File: src/rtl/cpu_ctrl_pkg.sv
// Shared encodings for the CPU execution controller: host commands, run states
// and halt causes, plus the command-legality rule used for cmd_err.
package cpu_ctrl_pkg;

    typedef enum logic [2:0] {
        OP_NOP       = 3'd0,
        OP_RUN       = 3'd1,
        OP_HALT      = 3'd2,
        OP_STEP      = 3'd3,
        OP_SET_BP    = 3'd4,
        OP_CLR_BP    = 3'd5,
        OP_RESET_CPU = 3'd6
    } cmd_op_t;

    typedef enum logic [1:0] {
        ST_HALTED    = 2'd0,
        ST_RUN       = 2'd1,
        ST_STEP      = 2'd2,
        ST_RESETTING = 2'd3
    } run_state_t;

    typedef enum logic [2:0] {
        CAUSE_NONE       = 3'd0,
        CAUSE_HOST       = 3'd1,
        CAUSE_STEP_DONE  = 3'd2,
        CAUSE_BREAKPOINT = 3'd3,
        CAUSE_HALT_INSTR = 3'd4
    } halt_cause_t;

    // JMP with zero offset: a self-loop the core would otherwise spin on forever.
    localparam logic [15:0] DEFAULT_HALT_INSTR = 16'h9000;

    function automatic logic is_legal_cmd(input run_state_t st, input logic [2:0] op);
        logic ok;
        ok = 1'b0;
        case (st)
            ST_HALTED: ok = (op != 3'd7);
            ST_RUN, ST_STEP: ok = (op == OP_NOP) || (op == OP_HALT) ||
                                  (op == OP_SET_BP) || (op == OP_CLR_BP);
            default: ok = 1'b0;
        endcase
        return ok;
    endfunction

endpackage

File: src/rtl/cpu_bp_unit.sv
// Single hardware PC breakpoint with a one-shot skip so a resume from the
// breakpoint address can execute the instruction it stopped on.
module cpu_bp_unit #(
    parameter int PC_WIDTH = 16
) (
    input  logic                clk,
    input  logic                rst,
    input  logic                set_bp,
    input  logic                clr_bp,
    input  logic [PC_WIDTH-1:0] set_addr,
    input  logic                arm_skip,
    input  logic                active,
    input  logic [PC_WIDTH-1:0] pc,
    output logic                bp_match
);

    logic                bp_valid;
    logic [PC_WIDTH-1:0] bp_addr;
    logic                skip_bp;

    always_ff @(posedge clk or posedge rst) begin
        if (rst) begin
            bp_valid <= 1'b0;
            bp_addr  <= '0;
            skip_bp  <= 1'b0;
        end else begin
            if (set_bp) begin
                bp_addr  <= set_addr;
                bp_valid <= 1'b1;
            end else if (clr_bp) begin
                bp_valid <= 1'b0;
            end
            // Skip covers only the first executing cycle after a RUN/STEP start.
            if (arm_skip) begin
                skip_bp <= 1'b1;
            end else if (active) begin
                skip_bp <= 1'b0;
            end
        end
    end

    assign bp_match = bp_valid && (pc == bp_addr) && !skip_bp;

endmodule

File: src/rtl/cpu_run_ctrl.sv
// Execution controller for the single-cycle 16-bit core: run/halt/step,
// breakpoint and halt-instruction stops, core reset sequencing, retire count.
module cpu_run_ctrl import cpu_ctrl_pkg::*; #(
    parameter int                     PC_WIDTH    = 16,
    parameter int                     INSTR_WIDTH = 16,
    parameter int                     CNT_WIDTH   = 32,
    parameter logic [INSTR_WIDTH-1:0] HALT_INSTR  = INSTR_WIDTH'(DEFAULT_HALT_INSTR),
    parameter int                     RST_CYCLES  = 2
) (
    input  logic                   clk,
    input  logic                   rst,
    input  logic                   cmd_valid,
    output logic                   cmd_ready,
    input  logic [2:0]             cmd_op,
    input  logic [15:0]            cmd_arg,
    output logic                   cmd_err,
    input  logic [PC_WIDTH-1:0]    pc_current,
    input  logic [INSTR_WIDTH-1:0] instruction,
    output logic                   cpu_en,
    output logic                   cpu_rst,
    output logic [1:0]             state,
    output logic [2:0]             halt_cause,
    output logic                   bp_hit,
    output logic [CNT_WIDTH-1:0]   retired
);

    localparam int RC_W = (RST_CYCLES < 1) ? 1 : $clog2(RST_CYCLES + 1);

    run_state_t   state_q;
    halt_cause_t  cause_q;
    logic [15:0]  step_rem;
    logic [RC_W-1:0] rst_cnt;

    logic cmd_fire, active, halt_hit, bp_match, stop_now;
    logic start_run, start_step, host_halt;

    // Handshake: a command transfers on a clock edge where cmd_valid && cmd_ready;
    // the host holds cmd_op/cmd_arg stable while cmd_valid is high and not yet accepted.
    assign cmd_ready  = (state_q != ST_RESETTING);
    assign cmd_fire   = cmd_valid && cmd_ready;
    assign active     = (state_q == ST_RUN) || (state_q == ST_STEP);
    assign halt_hit   = (instruction == HALT_INSTR);
    assign stop_now   = active && (bp_match || halt_hit);
    assign cpu_en     = active && !stop_now;
    assign cpu_rst    = rst || (state_q == ST_RESETTING);
    assign start_run  = cmd_fire && (state_q == ST_HALTED) && (cmd_op == OP_RUN);
    assign start_step = cmd_fire && (state_q == ST_HALTED) && (cmd_op == OP_STEP);
    assign host_halt  = cmd_fire && (cmd_op == OP_HALT);
    assign state      = state_q;
    assign halt_cause = cause_q;

    cpu_bp_unit #(.PC_WIDTH(PC_WIDTH)) u_bp (
        .clk      (clk),
        .rst      (rst),
        .set_bp   (cmd_fire && (cmd_op == OP_SET_BP)),
        .clr_bp   (cmd_fire && (cmd_op == OP_CLR_BP)),
        .set_addr (cmd_arg[PC_WIDTH-1:0]),
        .arm_skip (start_run || start_step),
        .active   (active),
        .pc       (pc_current),
        .bp_match (bp_match)
    );

    always_ff @(posedge clk or posedge rst) begin
        if (rst) begin
            state_q  <= ST_HALTED;
            cause_q  <= CAUSE_NONE;
            step_rem <= '0;
            rst_cnt  <= '0;
            retired  <= '0;
            cmd_err  <= 1'b0;
            bp_hit   <= 1'b0;
        end else begin
            cmd_err <= cmd_fire && !is_legal_cmd(state_q, cmd_op);
            bp_hit  <= 1'b0;
            if (cpu_en) begin
                retired <= retired + CNT_WIDTH'(1);
            end
            case (state_q)
                ST_HALTED: begin
                    if (start_run) begin
                        state_q <= ST_RUN;
                        cause_q <= CAUSE_NONE;
                    end else if (start_step) begin
                        state_q  <= ST_STEP;
                        cause_q  <= CAUSE_NONE;
                        step_rem <= (cmd_arg == 16'd0) ? 16'd1 : cmd_arg;
                    end else if (cmd_fire && (cmd_op == OP_RESET_CPU)) begin
                        state_q <= ST_RESETTING;
                        cause_q <= CAUSE_NONE;
                        rst_cnt <= RC_W'(RST_CYCLES);
                        retired <= '0;
                    end
                end
                ST_RUN, ST_STEP: begin
                    if (cpu_en && (state_q == ST_STEP)) begin
                        step_rem <= step_rem - 16'd1;
                    end
                    // Stop causes are checked in priority order; a stop_now cause beats a host HALT.
                    if (stop_now) begin
                        state_q <= ST_HALTED;
                        cause_q <= bp_match ? CAUSE_BREAKPOINT : CAUSE_HALT_INSTR;
                        bp_hit  <= bp_match;
                    end else if (host_halt) begin
                        state_q <= ST_HALTED;
                        cause_q <= CAUSE_HOST;
                    end else if ((state_q == ST_STEP) && (step_rem == 16'd1)) begin
                        state_q <= ST_HALTED;
                        cause_q <= CAUSE_STEP_DONE;
                    end
                end
                ST_RESETTING: begin
                    if (rst_cnt <= RC_W'(1)) begin
                        state_q <= ST_HALTED;
                        cause_q <= CAUSE_NONE;
                        rst_cnt <= '0;
                    end else begin
                        rst_cnt <= rst_cnt - RC_W'(1);
                    end
                end
                default: state_q <= ST_HALTED;
            endcase
        end
    end

endmodule

File: config.mk
export PLATFORM = sky130hd
export DESIGN_NAME = cpu_run_ctrl
export DESIGN_NICKNAME = d
export VERILOG_FILES = /design/src/rtl/cpu_ctrl_pkg.sv /design/src/rtl/cpu_bp_unit.sv /design/src/rtl/cpu_run_ctrl.sv
export SDC_FILE = /design/constraint.sdc
export NUM_CORES = 1
export LEC_CHECK = 0
export BUFFER_PORTS_ARGS = -buffer_cell sky130_fd_sc_hd__clkbuf_2
export CORE_ASPECT_RATIO = 1.2
export CORE_UTILIZATION = 46
export CTS_BUF_LIST = sky130_fd_sc_hd__clkbuf_8 sky130_fd_sc_hd__clkbuf_16
export DETAILED_ROUTE_END_ITERATION = 6
export GPL_TIMING_DRIVEN = 0
export PLACE_DENSITY_LB_ADDON = 0.15
export SLEW_MARGIN = 0
export SYNTH_ARGS = -nofsm -noshare
export SYNTH_HDL_FRONTEND = slang
export SYNTH_HIERARCHICAL = 1
export SYNTH_SLANG_ARGS = --single-unit
File: constraint.sdc
create_clock -name clk -period 2.5 [get_ports clk]
set_input_delay 0.5 -clock clk [delete_from_list [all_inputs] [get_ports clk]]
set_output_delay 0.5 -clock clk [all_outputs]
set_load 0.01 [all_outputs]
==> results.cfg, run 1 <==
[timing]
finalWorstSetupSlack_ps = -212
clock.fmax_mhz = 369
finClkSkew_ps = 5.17
hold_viol = 0
finalSetupViolations = 2
worst_pin_slew_ps = 917
rsz0062_at_grt = yes
relSlewSlack_pct = 38.4
fin_crit_sh_pct = 108
tns_ps = -220
slew_viol_final = 0
period_needed_ps = 2710

[cts]
htree_levels = 3
cts_buffer_depth = 2
clk_pin_slew_ps = 80
cts.sink_count = 75
cts_buffers = 9
clk_latency_ps = 350
cts_root_buffer = clkbuf_8
cts_tree = yes

[synth]
synth.top_cell.area_share_pct = 42.6
synth.most_common_cell = dfrtp_1
synth_area_sq_um = 4400
syn_inst = 446
synth_seq_cells = 75
yosysSeqAreaShare_pct = 42.6
yosys.area.top_type = dfrtp_1
synth_warnings = 6
syn_area_per_cell_sq_um = 9.87
synth_edf_count = 0
async_flop_share_pct = 100
synthTopCellsByArea = dfrtp_1 43%, xor2_1 6.0%, mux2_2 4.6%
synthTopCellsByCount = 75 x dfrtp_1, 34 x nor2_1, 30 x xor2_1, 26 x a21oi_1, 24 x o21ai_0
synth_cell_types = 61
ys.flop_type = dfrtp_1
synth_nets = 508

[placed_design]
port_buffers = 94
routabilityCongestion = 0.931
placed_cell_area_sq_um = 5040
dp_hpwl_um = 8370
pre_cts_ws_ps = -701

[finish]
drive_gt1_share_pct = 31.8
multi_input_area_sq_um = 2450
regArea_sq_um = 1880
area_growth_pct = 23.6
antennaDiodeCount = 0
num-fill-cells = 795
final_area_sq_um = 5440
fin_nets = 621

[global_route]
grt_pass1_vias = 3803
overflow = 0
grt_use_total_pct = 23.9
antenna_found_initial = 0
grt_first_pass_wirelength_um = 18500
grt_max_degree = 32

[floorplan]
start_util_pct = 48.0
die_area_sq_um = 9960
die_w_um = 91.3
core-area_sq_um = 9180
rows = 38
fp.dieH_um = 109
pin_count = 96

[route]
routedWlPerCell_um = 16.5
drt_iter0_drc = 244
ant_nets = 0
first_pass_iters = 4
drc = 0
drt_wl_total_um = 11300
vias_per_cell = 5.70
vias = 3890

[critical_path]
end_kind = output pin
worstPathRequired_ps = 2000
crit_fanout = 2
r2r-start = state[0]
slowest_stage = dfrtp_1
cp_num_buf_inv = 2
critPathTopFamily = simple AND/OR/NAND/NOR gates
worstReg2RegEnd = step_rem[2]
crit_chain = xor2_1 > nor4_2 > nand4_1 > nor4_4 > nand2b_4 > a41oi_4 > buf_6 > clkbuf_2
rrSetupSlack_ps = -10
arrival_ps = 2210
critPathLaunchType = flop
crit_type = reg2out
reg2reg_depth = 7
max_stage_delay_ps = 390

[power]
pwr_density_cell_nw_per_um2 = 1040
p_leak_nw = 2.46
irDropWorstVdd_mv = 0.518
finalPower_mw = 5.63

[status]
status = finished, violations left
violations = negative setup slack

[flow_run]
maxCapViolCount = 0

[hold_path]
hold_class = in2async
-- layout by cell type, fill, tap and decap left out, drive strengths merged, types with 5 or more instances in the layout --
cell type    n
ha           8
buf         18
nor2        34
nor3        11
nand4       26
and2         5
o22ai        7
xor2        30
and4         5
nor4        15
a41oi        5
mux2        18
nand2       23
clkbuf     115
inv         20
dfrtp       75
nand3       12
a21oi       27
or3         16
and3         7
o21ai       24
-- how the worst max path moves through the flow --
stage	cells past startpoint	from	to
after detailed placement	9	pc_current[12]	cpu_en
after global placement	4	rst	cpu_rst
after floorplan	2	rst	cpu_rst
after global routing	8	u_bp/bp_addr[5]	cpu_en
after CTS	8	u_bp/bp_addr[1]	cpu_en
final	8	u_bp/bp_addr[1]	cpu_en
-- cell families after synthesis --
logic type / after synthesis / synth area share (%)
buf+inv: 41 / 4.01
simple gates: 175 / 25.0
fa+ha+maj: 8 / 2.27
compound gates: 93 / 14.2
xor+xnor: 32 / 6.37
flops: 75 / 42.6
mux: 22 / 5.52
-- through the flow --
step,util [%],hold slack (ps),cells
after floorplan,-,439,446
after global placement,54.7,454,660
after detailed placement,54.9,475,661
after CTS,58.8,237,683
after global routing,59.3,273,683
final,59.3,227,683
-- registers in the layout, indices dropped and copies added (netlist names), 2 cells and up --
name,cells
retired,32
u_bp/bp_addr,16
halt_cause,3
rst_cnt,2
state,2
step_rem,16
-- where the power goes --
group / leakage, nW / switching, mW / internal, mW
Combinational: 1.40 / 1.56 / 1.10
Sequential: 0.960 / 0.371 / 1.57
Clock: 0.106 / 0.452 / 0.580
Total: 2.46 / 2.38 / 3.25
-- timing repair --
action                                  CTS  global route
buffers inserted                          7             1
pin swaps                                10             7
resized for setup                        18            11
endpoints found under the setup margin   54            56
hold buffers                              0             0
cloned                                    1             0
-- metal layers --
metal	part of all wire [%]	track usage, %	wire length [um]	up-vias
met5	0	0	0	-
met4	2.2	10.3	253	0
met3	5.5	4.74	617	24
met2	48	39.1	5400	135
met1	44	31.1	5000	1842
li1	-	-	-	1889
-- final cells by class --
type                       instances  share of cell area [%]
buffer                            20                    2.09
clock buffer                      10                    2.53
clock inverter                     5                    1.45
inverter                          20                    1.40
multi-input combinational        330                    45.1
sequential                        75                    34.5
tap                              120                    2.76
timing repair buffer             103                    10.2
Note: power is estimated with default switching activity, not from simulation.
==> inputs of run 2 (changes only) <==
--- a/config.mk
+++ b/config.mk
@@ -7,7 +7,7 @@
 export LEC_CHECK = 0
 export BUFFER_PORTS_ARGS = -buffer_cell sky130_fd_sc_hd__clkbuf_2
 export CORE_ASPECT_RATIO = 1.2
-export CORE_UTILIZATION = 46
+export CORE_UTILIZATION = 35
 export CTS_BUF_LIST = sky130_fd_sc_hd__clkbuf_8 sky130_fd_sc_hd__clkbuf_16
 export DETAILED_ROUTE_END_ITERATION = 6
 export GPL_TIMING_DRIVEN = 0
@@ -15,5 +15,4 @@
 export SLEW_MARGIN = 0
 export SYNTH_ARGS = -nofsm -noshare
 export SYNTH_HDL_FRONTEND = slang
-export SYNTH_HIERARCHICAL = 1
 export SYNTH_SLANG_ARGS = --single-unit
==> constraint.sdc (replaced) <==
create_clock -name clk -period 3.2 [get_ports clk]
set_input_delay 0.64 -clock clk [delete_from_list [all_inputs] [get_ports clk]]
set_output_delay 0.64 -clock clk [all_outputs]
set_load 0.01 [all_outputs]
==> run 2 against run 1 <==
Via count grew 7.1%. Clock-buffer cell count is the same. Total power shrank 18%. Wire length grew 13%. Critical path type unchanged. The run now ends clean. Area after synthesis grew 0.31%. Combinational power shrank 20%.
==> results.cfg, run 2 <==
[power]
intPower_mw = 2.65
clkPwrFrac_pct = 22.1
swShare_pct = 42.8
p_leak_nw = 2.45
finalPower_mw = 4.64
power_frac_comb_pct = 46.2
pwr-share-seq_pct = 31.7
irDropWorstVdd_mv = 0.366
switchingPower_mw = 1.99
pwr_density_cell_nw_per_um2 = 853

[finish]
num-fill-cells = 1226
antennaDiodeCount = 0
largest_register_ffs = 32
fin_cells = 746
multi_input_area_sq_um = 2380
regArea_sq_um = 1880
fin_util_pct = 44.5
layout_common_cells = 94 x clkbuf_2, 75 x dfrtp_1, 46 x a21oi_1
layout_commonest_cell = clkbuf_2
area_growth_pct = 23.2
drive_gt1_share_pct = 26.2
biggestRegsByFlops = retired: 32 flops, step_rem: 16 flops, u_bp.bp_addr: 16 flops
top_register = retired
fin_nets = 642

[critical_path]
end_kind = output pin
max_stage_delay_ps = 400
worstPathRequired_ps = 2560
crit_chain = xor2_1 > nor4_2 > nand4_4 > o211ai_4 > buf_4 > buf_6 > inv_1 > clkbuf_2
slowest_stage = nor4_2
cp_num_buf_inv = 4
arrival_ps = 2400
critPathLaunchType = flop
reg2reg_depth = 7
crit_fanout = 10
critPathTopFamily = simple AND/OR/NAND/NOR gates
crit_type = reg2out
path_depth = 8

[synth]
yosys.area.top_type = dfrtp_1
synth_mux_area_share_pct = 5.90
synth_top_family_by_area = simple AND/OR/NAND/NOR gates
synth_nets = 535
synth_seq_cells = 75
synth_edf_count = 0
async_flop_share_pct = 100
synth_area_sq_um = 4410
syn_inst = 473
synthXorXnorAreaFrac_pct = 3.57
synth_warnings = 0
synthTopCellsByCount = 75 x dfrtp_1, 46 x a21oi_1, 38 x nand2_1, 27 x or3_1
synthTopCellsByArea = dfrtp_1 43%, a21oi_1 5.2%, mux2_2 4.1%
yosysSeqAreaShare_pct = 42.5
syn_area_per_cell_sq_um = 9.33
synth.most_common_cell = dfrtp_1
synth-simple-area-share_pct = 23.3
synth_cell_types = 62
synthAdderAreaFrac_pct = 2.27
synth.top_cell.area_share_pct = 42.5
synth_compound_area_share_pct = 18.4
ys.flop_type = dfrtp_1

[cts]
cts.sink_count = 75
clk_latency_ps = 340
htree_levels = 3
clk_pin_slew_ps = 60
cts_tree = yes
cts_buffers = 9
cts_buffer_depth = 2
cts_root_buffer = clkbuf_16

[global_route]
overflow = 0
antenna_found_initial = 0
grt_use_total_pct = 20.2
grt_first_pass_wirelength_um = 21100
grt_max_degree = 62
grt_pass1_vias = 4249

[route]
drc = 0
drt_iter0_drc = 194
routedWlPerCell_um = 17.0
vias_per_cell = 5.58
drt_wl_total_um = 12700
first_pass_iters = 4
ant_nets = 0
vias = 4166

[timing]
rsz0062_at_grt = no
clock.fmax_mhz = 328
finalSetupViolations = 0
period_needed_ps = 3040
finClkSkew_ps = 9.35
fin_crit_sh_pct = 95.1
hold_viol = 0
worst_pin_slew_ps = 942
relSlewSlack_pct = 36.7
slew_viol_final = 0

[placed_design]
dp_hpwl_um = 9220
port_buffers = 94
routabilityCongestion = 0.826
dp_cells = 729

[floorplan]
fp.dieH_um = 125
rows = 44
die_area_sq_um = 13100
start_util_pct = 36.1
core-area_sq_um = 12200
pin_count = 96
die_w_um = 105

[status]
status = finished clean

[flow_run]
maxCapViolCount = 0

[hold_path]
hold_class = in2async
run 2: cell types whose count changed after synthesis, sizes merged, moves of 5 or more:
cell / change
a21oi: +19
buf: -5
clkbuf: +6
nand2: +15
nand3: +7
nand4: -18
nor2: -10
o21ai: +13
o32a: +5
or3: +11
xor2: -17
run 2: worst register-to-register path, delay by kind of cell (launching register included):
kind | cells | cell delay (ps)
AOI/OAI and AO/OA | 3 | 1000
adders and majority gates | 1 | 280
buffers and inverters | 1 | 220
DFF | 1 | 460
and+or+nand+nor | 2 | 770
run 2: cell type report:
cell class                 instances  share of cell area [%]
clock buffer                      10                    4.40
buffer                            22                    2.05
tap                              161                    3.71
sequential                        75                    34.5
inverter                          18                    1.29
clock inverter                     6                    1.04
timing repair buffer              96                    9.30
multi-input combinational        358                    43.7
run 2: through the flow:
step	setup WS (ps)	hold slack [ps]	setup TNS, ps	area (sq um)
finish	155	214	0	5440
global route	14.4	242	0	5440
CTS	115	216	0	5440
detailed placement	-101	504	-101	5120
global placement	-848	490	-40050	5090
floorplan	43.2	460	0	4410
run 2: kinds of logic after synthesis:
group	Yosys count
and+or+nand+nor	180
muxes	24
DFF	75
AOI/OAI and AO/OA	128
buffers and inverters	40
adders and majority gates	8
xor gates and xnor gates	18
run 2: power groups by stage:
stage                     Sequential, mW  Clock, mW  Combinational, mW
after CTS                           1.47       1.05               2.14
after global placement              1.48          0               2.05
after global routing                1.51       1.09               2.36
after detailed placement            1.49          0               2.09
final                               1.47       1.02               2.14
after floorplan                     1.45          0               1.45
run 2: what timing repair did:
item                       4_1_cts  5_1_grt
resized for setup                2        0
setup buffers                    1        0
setup endpoints to repair        1        0
hold buffers                     0        0
run 2: final timing paths:
path                             startpoint      endpoint  slack [ps]
max in group asynchronous               rst      state[0]        2400
setup reg to reg                   state[0]  step_rem[10]         350
setup / recovery           u_bp.bp_addr[12]        cpu_en         160
hold / removal                          rst   retired[25]         210
min in group clk                 rst_cnt[1]    rst_cnt[0]         520
hold reg to reg                  rst_cnt[1]    rst_cnt[0]         520
run 2: per-layer routing:
layer  global-route usage, %  routed length [um]  vias to the layer above
li1                        -                   -                     1981
met1                    25.0                5530                     2046
met2                    34.4                6330                      117
met3                    4.12                 572                       22
met4                    7.73                 284                        0
met5                       0                   0                        -
